**src/rtl/rv_fetch_obi_bridge.sv**
```systemverilog
`default_nettype none
// +--------------------------------------------------------------------------+
// | rv_fetch_obi_bridge                                                      |
// | Fetch cyc/ack port to OBI req/gnt/rvalid instruction memory adapter.     |
// | Rev 1.0                                                                  |
// +--------------------------------------------------------------------------+
module rv_fetch_obi_bridge #(
  parameter int TIMEOUT_CYCLES = 0,
  parameter int TIMEOUT_W      = 8
) (
  input  logic        i_clk,
  input  logic        i_reset_n,
  input  logic [31:0] i_addr,
  input  logic        i_cyc,
  input  logic        i_flush,
  output logic [31:0] o_instruction,
  output logic        o_ack,
  output logic        o_fault,
  output logic        o_req,
  output logic [31:0] o_mem_addr,
  input  logic        i_gnt,
  input  logic        i_rvalid,
  input  logic [31:0] i_rdata,
  input  logic        i_err
);

  localparam logic [1:0] c_st_idle = 2'd0;
  localparam logic [1:0] c_st_req  = 2'd1;
  localparam logic [1:0] c_st_wait = 2'd2;

  localparam logic [TIMEOUT_W-1:0] c_tcount_max = '1;
  localparam logic [TIMEOUT_W-1:0] c_tcount_one = TIMEOUT_W'(1);

  logic [1:0]           r_state, w_state_nx;
  logic [31:0]          r_req_addr, w_req_addr_nx;
  logic                 r_stale, w_stale_nx;
  logic [TIMEOUT_W-1:0] r_tcount, w_tcount_nx;
  logic                 r_ack, r_fault;
  logic [31:0]          r_instr;
  logic                 w_ack_nx, w_fault_nx;
  logic [31:0]          w_instr_nx;
  logic                 w_addr_mismatch, w_redirect, w_eff_stale, w_timeout;

  assign w_addr_mismatch = (i_addr[31:2] != r_req_addr[31:2]);
  assign w_redirect      = i_flush | w_addr_mismatch;
  // A response is stale if anything invalidated it earlier or in its own cycle.
  assign w_eff_stale     = r_stale | w_redirect;

  generate
    if (TIMEOUT_CYCLES != 0) begin : g_timeout
      localparam logic [TIMEOUT_W-1:0] c_tcount_last = TIMEOUT_W'(TIMEOUT_CYCLES - 1);
      assign w_timeout = (r_tcount == c_tcount_last);
    end else begin : g_no_timeout
      assign w_timeout = 1'b0;
    end
  endgenerate

  always_ff @(posedge i_clk) begin
    if (!i_reset_n) begin
      r_state    <= c_st_idle;
      r_req_addr <= '0;
      r_stale    <= 1'b0;
      r_tcount   <= '0;
      r_ack      <= 1'b0;
      r_fault    <= 1'b0;
      r_instr    <= '0;
    end else begin
      r_state    <= w_state_nx;
      r_req_addr <= w_req_addr_nx;
      r_stale    <= w_stale_nx;
      r_tcount   <= w_tcount_nx;
      r_ack      <= w_ack_nx;
      r_fault    <= w_fault_nx;
      r_instr    <= w_instr_nx;
    end
  end

  always_comb begin
    w_state_nx    = r_state;
    w_req_addr_nx = r_req_addr;
    w_stale_nx    = r_stale;
    w_tcount_nx   = r_tcount;
    case (r_state)
      c_st_idle: begin
        // During the ack cycle only a new word or a redirect starts a fetch.
        if (i_cyc && (!r_ack || w_redirect)) begin
          w_state_nx    = c_st_req;
          w_req_addr_nx = i_addr;
          w_stale_nx    = 1'b0;
        end
      end
      c_st_req: begin
        if (w_redirect || !i_cyc) begin
          w_stale_nx = 1'b1;
        end
        if (i_gnt) begin
          w_state_nx  = c_st_wait;
          w_tcount_nx = '0;
        end
      end
      c_st_wait: begin
        w_stale_nx = w_eff_stale;
        if (r_tcount != c_tcount_max) begin
          w_tcount_nx = r_tcount + c_tcount_one;
        end
        if (i_rvalid) begin
          if (w_eff_stale && i_cyc) begin
            w_state_nx    = c_st_req;
            w_req_addr_nx = i_addr;
            w_stale_nx    = 1'b0;
          end else begin
            w_state_nx = c_st_idle;
          end
        end else if (w_timeout) begin
          w_state_nx = c_st_idle;
        end
      end
      default: begin
        w_state_nx = c_st_idle;
      end
    endcase
  end

  always_comb begin
    o_req      = (r_state == c_st_req);
    o_mem_addr = r_req_addr & ~32'h3;
    w_ack_nx   = 1'b0;
    w_fault_nx = 1'b0;
    w_instr_nx = '0;
    if (r_state == c_st_wait) begin
      if (i_rvalid) begin
        if (!w_eff_stale) begin
          w_ack_nx   = 1'b1;
          w_fault_nx = i_err;
          w_instr_nx = i_err ? 32'h0 : i_rdata;
        end
      end else if (w_timeout && !w_eff_stale) begin
        w_ack_nx   = 1'b1;
        w_fault_nx = 1'b1;
      end
    end
  end

  assign o_ack         = r_ack;
  assign o_fault       = r_fault;
  assign o_instruction = r_instr;

endmodule
`default_nettype wire

```
**config.mk**
```make
export PLATFORM = sky130hd
export DESIGN_NAME = rv_fetch_obi_bridge
export DESIGN_NICKNAME = d
export VERILOG_FILES = /design/src/rtl/rv_fetch_obi_bridge.sv
export SDC_FILE = /design/constraint.sdc
export NUM_CORES = 1
export LEC_CHECK = 0
export BUFFER_PORTS_ARGS = -buffer_cell sky130_fd_sc_hd__clkbuf_2
export CORE_MARGIN = 1.5
export CORE_UTILIZATION = 49
export DETAILED_ROUTE_END_ITERATION = 8
export GPL_ROUTABILITY_DRIVEN = 0
export PLACE_DENSITY = 0.87
export RECOVER_POWER = 100
export SKIP_LAST_GASP = 1
export SLEW_MARGIN = 5
export SYNTH_ARGS = -nofsm -noshare
export SYNTH_HDL_FRONTEND = slang
export SYNTH_SLANG_ARGS = --single-unit
```
**constraint.sdc**
```tcl
create_clock -name i_clk -period 2.7 [get_ports i_clk]
set_input_delay 0 -clock i_clk [delete_from_list [all_inputs] [get_ports i_clk]]
set_output_delay 0 -clock i_clk [all_outputs]
set_load 0.05 [all_outputs]
```
==> results of run 1 <==
-- layer usage --
layer	vias up	global-route usage, %
met5	-	0
met4	0	16.3
met3	55	5.78
met2	203	50.5
met1	1846	33.5
li1	1867	-
-- layout make-up --
cell class	instances	area share, %
inverters	5	0.380
well taps	96	2.43
flip-flops and latches	67	27.1
repair buffers	206	26.8
clock inverters	6	1.34
multi-input cells	299	39.4
clock buffers	10	2.58
-- sequential cells by signal (all words and copies together), names as in the netlist --
| name | count |
|---|---|
| r_req_addr | 30 |
| r_stale | 1 |
| o_fault | 1 |
| o_ack | 1 |
| r_state | 2 |
| o_instruction | 32 |
-- power by group through the flow --
stage	logic (mW)	clock network, mW	registers [mW]
detailed placement	1.03	0	1.23
CTS	1.11	0.838	1.21
global placement	1.01	0	1.22
finish	1.09	0.843	1.21
floorplan	0.424	0	1.54
global route	1.16	0.885	1.23
-- cell usage after synthesis (3+ instances only) --
cell type / n / area [sq um]
nand2_1: 35 / 131
and2_2: 17 / 128
o211ai_1: 3 / 22.5
a31oi_1: 31 / 194
dfxtp_1: 67 / 1340
buf_2: 8 / 40.0
xnor2_1: 7 / 61.3
nor2b_1: 3 / 18.8
o311ai_1: 7 / 61.3
and2_1: 16 / 100
nor2_1: 5 / 18.8
o311ai_0: 23 / 201
inv_1: 5 / 18.8
nand3_1: 32 / 160
nor4_1: 6 / 37.5
and3_1: 29 / 181
nand4_1: 3 / 18.8
o21ai_0: 3 / 15.0
ha_1: 5 / 62.6
nor3_1: 31 / 155
clkbuf_2: 6 / 30.0
clkbuf_1: 26 / 97.6
xor2_1: 23 / 201
-- through the flow --
stage / hold slack [ps] / power (mW) / setup WS (ps) / instance area [sq um]
after global routing: 37.3 / 3.27 / 178 / 4940
after global placement: 200 / 2.23 / 581 / 4240
after floorplan: 120 / 1.97 / 638 / 3500
final: 14.3 / 3.15 / 295 / 4940
after CTS: 3.74 / 3.16 / 491 / 5050
after detailed placement: 204 / 2.26 / 527 / 4240
-- worst register-to-register path: stages (launching register included) --
cell      delay (ps)
dfxtp_1          350
xor2_1           170
nor4_1           650
nor4bb_1         490
buf_4            290
nand4_1          160
a22oi_1          220
-- kinds of logic (layout without fill, tap and decap cells) --
family          count (synthesis)  after routing  share of synthesized area [%]
xor+xnor                       30             30                           7.52
flops                          67             67                           38.4
fa+ha+maj                       5              5                           1.79
compound gates                 74             74                           15.6
mux                             1              1                          0.322
simple gates                  187            187                           30.5
other cells                     1              2                          0.107
buf+inv                        47            227                           5.77
-- path summary, 6_finish.rpt --
path / from / to / slack (ps) / cells past startpoint
min: i_addr[15] / r_req_addr[15]$_SDFFE_PN0P_ / 10 / 3
min reg2reg: r_req_addr[11]$_SDFFE_PN0P_ / r_req_addr[11]$_SDFFE_PN0P_ / 590 / 2
max: r_req_addr[3]$_SDFFE_PN0P_ / r_state[1]$_SDFFE_PN0P_ / 300 / 6
max reg2reg: r_req_addr[3]$_SDFFE_PN0P_ / r_state[1]$_SDFFE_PN0P_ / 300 / 6
==> impl_metrics.json, run 1 <==
{
  "synth_area_sq_um": 3490,
  "drv_cap": 0,
  "hpwl_mm": 6.81,
  "ir_worst_vdd_v": 0.000481,
  "crit_chain": "xor2_1, nor4_1, nor4bb_1, buf_4, nand4_1, a22oi_1",
  "crit_family": "simple AND/OR/NAND/NOR gates",
  "cts_setup_buffers": 0,
  "critPathBufInv": 1,
  "finalHoldViolations": 0,
  "root_buffer": "clkbuf_8",
  "status": "completed",
  "initial_core_util_pct": 51.1,
  "antenna_found_initial": 0,
  "antenna_cells": 0,
  "ys_warn_count": 0,
  "m1WireLength_mm": 4.27,
  "comb_power_share_pct": 34.6,
  "grt_first_pass_wirelength_mm": 17.3,
  "postRouteAntennaNets": 0,
  "powerDensity_nw_per_um2": 636,
  "fp.dieW_um": 87.4,
  "seqPwrFrac_pct": 38.6,
  "cts_max_path_buffers": 2,
  "wl_mm": 11.3,
  "tritoncts_num_sinks": 67,
  "crit_path_end_kind": "flip-flop",
  "first_iter_violations": 269,
  "slew_headroom_pct": 49.4,
  "regArea_sq_um": 1340,
  "final_cell_mix": "clkbuf_2 (69), dfxtp_1 (67), clkbuf_1 (66)",
  "hp-class": "in -> reg",
  "dpl.cell_count": 611,
  "clockPowerShare_pct": 26.8,
  "layout_commonest_cell": "clkbuf_2",
  "synth_cells": 412,
  "power.switching_mw": 1.28,
  "tritoncts": "built",
  "fin_util_pct": 72.3,
  "routed.top_layer": "met4",
  "fp-row-count": 30,
  "synth-edff-count": 0,
  "place.port_buffers": 133,
  "cts_resized": 0,
  "arrival_ps": 2680,
  "drc_errors": 0,
  "max_stage_delay_ps": 650,
  "vias_per_cell": 5.76,
  "ys_seq_elements": 67,
  "finalMaxSlewViolations": 0,
  "worstSetupPathType": "reg -> reg",
  "ys_seq_area_share_pct": 38.4,
  "gr-total-overflow": 0,
  "grt_max_degree": 58,
  "core_area_sq_um": 6830,
  "die_h_um": 87.4,
  "p_sw_share_pct": 40.6,
  "fillers": 550,
  "crit_fanout": 14,
  "syn-mean-instance-area_sq_um": 8.48,
  "cts_made_buffers": 9,
  "die_area_sq_um": 7640,
  "p_leak_nw": 2.09,
  "drive_gt1_share_pct": 19.7,
  "grt_setup_unrepaired": "no",
  "cpMaxStageDelayCell": "nor4_1",
  "synth_cell_types": 40,
  "cell_internal_pwr_mw": 1.87,
  "clkTransAtPathRegs_ps": 80,
  "multi_input_area_sq_um": 1950,
  "timing.fmax_mhz": 416,
  "ys_async_sr_fraction_pct": 0,
  "io_pins": 138,
  "synthFlopType": "dfxtp_1",
  "grt_usage_pct": 29.2,
  "post-route-period-util_pct": 89.1,
  "finalSetupTns_ps": 0,
  "critPathLaunchType": "flip-flop",
  "fin_cells": 689,
  "wire_per_inst_um": 16.4,
  "period_needed_ps": 2400,
  "via_count": 3971,
  "wl_met3_um": 696,
  "area_growth_pct": 41.5,
  "wl_met2_mm": 5.79,
  "finClkSkew_ps": 10.7,
  "num-nets-final": 664,
  "cp.required_ps": 2980,
  "holdBufCountCts": 62,
  "setup_violations": 0,
  "worst_skew_pair.late_latency_ps": 350,
  "h-tree-depth": 3,
  "dr.pass1.iters": 5,
  "grt_pass1_vias": 3625,
  "worst_slew_pin_slew_ps": 759
}
Note: power is estimated with default switching activity, not from simulation.
==> run 2, diff against run 1 <==
--- a/config.mk
+++ b/config.mk
@@ -9,9 +9,8 @@
 export CORE_MARGIN = 1.5
 export CORE_UTILIZATION = 49
 export DETAILED_ROUTE_END_ITERATION = 8
-export GPL_ROUTABILITY_DRIVEN = 0
 export PLACE_DENSITY = 0.87
-export RECOVER_POWER = 100
+export RECOVER_POWER = 25
 export SKIP_LAST_GASP = 1
 export SLEW_MARGIN = 5
 export SYNTH_ARGS = -nofsm -noshare
==> run 2 against run 1 <==
- design area up 1.4%
- combinational power up 4%
- utilization up 1.0 points
- final cell count unchanged
- register-to-register slack better by 70 ps
- critical path depth up 2
- clock-buffer cell count unchanged
- worst setup slack better by 74 ps
- routed wire length up 0.76%
==> impl_metrics.json, run 2 (synthesis results as in run 1) <==
{
  "place.port_buffers": 133,
  "cp_num_cells": 8,
  "final_area_sq_um": 5010,
  "grt_max_degree": 58,
  "post-route-period-util_pct": 86.3,
  "max_stage_delay_ps": 370,
  "die_h_um": 87.4,
  "gr-total-overflow": 0,
  "fp-row-count": 30,
  "first_iter_violations": 278,
  "cpMaxStageDelayCell": "dfxtp_1",
  "hold_end": "r_req_addr[15]$_SDFFE_PN0P_",
  "grt_setup_unrepaired": "no",
  "r2r_setup_slack_ps": 370,
  "core_area_sq_um": 6830,
  "arrival_ps": 2520,
  "worstSetupPathType": "reg -> reg",
  "wire_per_inst_um": 16.5,
  "slew_headroom_pct": 48.1,
  "drv_cap": 0,
  "via_count": 3966,
  "hpwl_mm": 6.81,
  "drc_errors": 0,
  "holdBufCountCts": 62,
  "cts_max_path_buffers": 2,
  "largest_reg_flops": 32,
  "grt_usage_pct": 29.2,
  "place.gp.congestion": 0.887,
  "h-tree-depth": 3,
  "cp.required_ps": 2890,
  "place_area_sq_um": 4240,
  "timing.fmax_mhz": 429,
  "worst_slew_pin_slew_ps": 779,
  "clkTransAtPathRegs_ps": 80,
  "cts_resized": 0,
  "cts_setup_buffers": 0,
  "p_leak_nw": 2.24,
  "fin_total_pwr_mw": 3.18,
  "root_buffer": "clkbuf_8",
  "finalMaxSlewViolations": 0,
  "hp-class": "in -> reg",
  "grt_pass1_vias": 3625,
  "antenna_cells": 0,
  "reg2regPathDepth": 8,
  "initial_core_util_pct": 51.1,
  "grt_first_pass_wirelength_mm": 17.3,
  "setup_violations": 0,
  "drive_gt1_share_pct": 26.0,
  "powerDensity_nw_per_um2": 635,
  "crit_chain": "inv_1, ha_1, mux2_2, nand2_2, buf_12, nor3_1, a31oi_1, o311ai_0",
  "r2r_end": "r_req_addr[10]$_SDFFE_PN0P_",
  "vias_per_cell": 5.76,
  "r2r_start": "r_state[0]$_SDFFE_PN0P_",
  "ir_worst_vdd_v": 0.000487,
  "final_cell_mix": "clkbuf_2 (100), dfxtp_1 (67), dlygate4sd3_1 (62)",
  "crit_path_end_kind": "flip-flop",
  "area_growth_pct": 43.5,
  "crit_fanout": 34,
  "crit_family": "simple AND/OR/NAND/NOR gates",
  "postRouteAntennaNets": 0,
  "layout_commonest_cell": "clkbuf_2",
  "critPathBufInv": 2,
  "wl_mm": 11.4,
  "status": "completed",
  "period_needed_ps": 2330,
  "holdCritStartpoint": "i_addr[15]",
  "worst_skew_pair.late_latency_ps": 350,
  "fp.dieW_um": 87.4,
  "tritoncts_num_sinks": 67,
  "num-nets-final": 664,
  "fillers": 521,
  "dr.pass1.iters": 5,
  "fin_cells": 689,
  "finalHoldViolations": 0,
  "finClkSkew_ps": 8.24,
  "cts_made_buffers": 9,
  "antenna_found_initial": 0,
  "io_pins": 138,
  "critPathLaunchType": "flip-flop",
  "hold_path_depth": 3,
  "finalSetupTns_ps": 0,
  "tritoncts": "built",
  "die_area_sq_um": 7640,
  "dpl.cell_count": 611
}
## run 2: changes by cell type in the layout (fill, tap and decap cells not counted), sizes merged
cell	previous run	this run
buf	10	11
clkbuf	144	143
## run 2: how the worst max path moves through the flow
stage                                start                           end  slack (ps)
6_report           r_state[0]$_SDFFE_PN0P_   r_req_addr[10]$_SDFFE_PN0P_         370
4_1_cts            r_state[0]$_SDFFE_PN0P_   r_req_addr[28]$_SDFFE_PN0P_         490
3_5_place_dp       r_state[0]$_SDFFE_PN0P_   r_req_addr[10]$_SDFFE_PN0P_         530
3_3_place_gp   r_req_addr[10]$_SDFFE_PN0P_   r_req_addr[27]$_SDFFE_PN0P_         580
2_1_floorplan   r_req_addr[3]$_SDFFE_PN0P_  o_instruction[16]$_SDFF_PP0_         640
5_1_grt        r_req_addr[10]$_SDFFE_PN0P_   r_req_addr[24]$_SDFFE_PN0P_         230
## run 2: layer usage
metal / global-route usage, % / share of wire (%) / up-vias
li1: - / - / 1861
met4: 16.3 / 4.1 / 0
met5: 0 / 0 / -
met1: 33.5 / 37 / 1842
met3: 5.78 / 7.0 / 46
met2: 50.5 / 52 / 217
## run 2: worst min-delay path, delay by kind of cell
kind,cells,cell delay [ps]
simple gates,1,80
buf+inv,1,110
compound gates,1,110
## run 2: per-stage QoR
| step | setup slack, ps | hold WS [ps] | utilization, % |
|---|---|---|---|
| after floorplan | 638 | 120 | - |
| after global placement | 581 | 200 | 62.1 |
| after detailed placement | 527 | 204 | 62.1 |
| after CTS | 491 | 3.74 | 74.0 |
| after global routing | 226 | 37.3 | 73.4 |
| final | 370 | 13.4 | 73.4 |
## run 2: area by class of cell
cell class | instances | area (sq um) | area share [%]
clock buffers | 10 | 128 | 2.55
clock inverters | 6 | 66.3 | 1.32
inverters | 5 | 18.8 | 0.374
repair buffers | 206 | 1370 | 27.2
flip-flops and latches | 67 | 1340 | 26.8
multi-input cells | 299 | 1970 | 39.4
well taps | 96 | 120 | 2.40
## run 2: power breakdown
group          internal [mW]  switching, mW  leakage [nW]
registers               1.09          0.122         0.548
clock network          0.428          0.411         0.100
logic                  0.376          0.753          1.59
==> run 3, diff against run 2 <==
--- a/config.mk
+++ b/config.mk
@@ -5,11 +5,14 @@
 export SDC_FILE = /design/constraint.sdc
 export NUM_CORES = 1
 export LEC_CHECK = 0
+export ABC_AREA = 0
 export BUFFER_PORTS_ARGS = -buffer_cell sky130_fd_sc_hd__clkbuf_2
+export CELL_PAD_IN_SITES_DETAIL_PLACEMENT = 2
+export CELL_PAD_IN_SITES_GLOBAL_PLACEMENT = 2
 export CORE_MARGIN = 1.5
-export CORE_UTILIZATION = 49
+export CORE_UTILIZATION = 27
 export DETAILED_ROUTE_END_ITERATION = 8
-export PLACE_DENSITY = 0.87
+export PLACE_DENSITY = 0.86
 export RECOVER_POWER = 25
 export SKIP_LAST_GASP = 1
 export SLEW_MARGIN = 5
==> run 3 against run 2 <==
- the run now ends with negative hold slack left
- non-clock buffer count is 13 lower
- hold slack worse by 16 ps
- clock-buffer cell count stayed put
- sequential power hardly changed
- first-iteration DRC count is 26% lower
- utilization is 33 points lower
==> impl_metrics.json, run 3 (synthesis results as in run 1) <==
{
  "status": "complete, but fails checks",
  "post-route-period-util_pct": 93.2,
  "place.port_buffers": 133,
  "finalMaxSlewViolations": 0,
  "fp.dieW_um": 117,
  "cts_max_path_buffers": 2,
  "worst_slew_pin_slew_ps": 691,
  "fin_util_pct": 40.2,
  "tritoncts_num_sinks": 67,
  "grt_setup_unrepaired": "no",
  "first_iter_violations": 205,
  "powerDensity_nw_per_um2": 721,
  "grt_pass1_vias": 4436,
  "clkTransAtPathRegs_ps": 70,
  "wire_per_inst_um": 22.2,
  "tritoncts": "built",
  "comb_power_share_pct": 31.8,
  "final_area_sq_um": 5080,
  "cell_internal_pwr_mw": 2.18,
  "hpwl_mm": 9.37,
  "power.switching_mw": 1.49,
  "io_pins": 138,
  "worst_skew_pair.late_latency_ps": 360,
  "crit_path_end_kind": "flip-flop",
  "hp-class": "in -> reg",
  "period_needed_ps": 2520,
  "wl_mm": 16.7,
  "p_sw_share_pct": 40.6,
  "drv_cap": 0,
  "cp.required_ps": 2920,
  "dp_slack_ps": 402,
  "finalHoldViolations": 2,
  "layout_commonest_cell": "clkbuf_2",
  "largest_reg_flops": 32,
  "timing.fmax_mhz": 397,
  "root_buffer": "clkbuf_16",
  "fin_total_pwr_mw": 3.66,
  "clockPowerShare_pct": 34.6,
  "cts_resized": 0,
  "vias_per_cell": 5.32,
  "crit_fanout": 19,
  "p_leak_nw": 2.22,
  "fin_ws_ps": 184,
  "core_area_sq_um": 12600,
  "critPathLaunchType": "flip-flop",
  "grt_first_pass_wirelength_mm": 25.4,
  "initial_core_util_pct": 27.7,
  "grt_usage_pct": 25.4,
  "violations": "negative hold slack",
  "arrival_ps": 2740,
  "hold_ws_ps": -2.88,
  "fp-row-count": 41,
  "antenna_found_initial": 2,
  "gr-total-overflow": 0,
  "seqPwrFrac_pct": 33.6,
  "ir_worst_vdd_v": 0.000315,
  "area_growth_pct": 45.4,
  "finClkSkew_ps": 9.72,
  "finalSetupTns_ps": 0,
  "drc_errors": 0,
  "worstSetupPathType": "reg -> reg",
  "num-nets-final": 651,
  "fillers": 1459,
  "dr.pass1.iters": 4,
  "place_area_sq_um": 4330,
  "cts_made_buffers": 9,
  "via_count": 4013,
  "drive_gt1_share_pct": 26.9,
  "setup_violations": 0,
  "place.gp.congestion": 0.744,
  "die_area_sq_um": 13600,
  "fin_cells": 754,
  "die_h_um": 117,
  "postRouteAntennaNets": 0,
  "dpl.cell_count": 688,
  "h-tree-depth": 3,
  "final_cell_mix": "clkbuf_2 (100), dfxtp_1 (67), dlygate4sd3_1 (48)",
  "slew_headroom_pct": 54.1,
  "grt_max_degree": 92
}
## run 3: changes by cell type in the layout (fill, tap and decap cells not counted), sizes merged
cell,delta
buf,+1
clkinv,-3
clkinvlp,+1
diode,+2
dlygate4sd3,-14
inv,+2
## run 3: timing repair
| item | CTS | global route |
|---|---|---|
| endpoints found under the hold margin | 47 | 1 |
| hold buffers | 47 | 1 |
| buffers inserted | 0 | 0 |
## run 3: layout make-up
type	instances	area [sq um]	share of cell area (%)
well taps	172	215	4.24
flip-flops and latches	67	1340	26.4
diodes	2	5.00	0.0985
inverters	5	18.8	0.370
clock inverters	6	72.6	1.43
clock buffers	10	229	4.51
multi-input cells	299	1980	38.9
repair buffers	193	1220	24.0
## run 3: per-layer routing
layer | wire length [um] | vias up | global-route usage [%]
li1 | - | 1843 | -
met4 | 507 | 0 | 10.8
met1 | 6500 | 2011 | 26.8
met2 | 8820 | 124 | 46.3
met5 | 0 | - | 0
met3 | 919 | 35 | 8.20
## run 3: path summary, 6_finish.rpt
path | to | cells after the start | slack (ps) | from
min | r_req_addr[10]$_SDFFE_PN0P_ | 3 | -3 | i_addr[10]
max | r_req_addr[27]$_SDFFE_PN0P_ | 6 | 180 | r_req_addr[13]$_SDFFE_PN0P_
min reg2reg | r_req_addr[20]$_SDFFE_PN0P_ | 2 | 590 | r_req_addr[20]$_SDFFE_PN0P_
max reg2reg | r_req_addr[27]$_SDFFE_PN0P_ | 6 | 180 | r_req_addr[13]$_SDFFE_PN0P_
## run 3: critical path, stage by stage (launching register included)
cell and delay [ps]:
dfxtp_1 430, xor2_1 170, nor4_2 580, nor4bb_4 560
buf_4 370, nand3_1 130, o311ai_0 130
## run 3: power groups by stage
stage                     sequential, mW  combinational, mW  clock, mW
after floorplan                     1.54              0.424          0
after global placement              1.23               1.02          0
after detailed placement            1.25               1.07          0
after CTS                           1.22               1.13       1.25
after global routing                1.25               1.24       1.33
final                               1.23               1.17       1.27
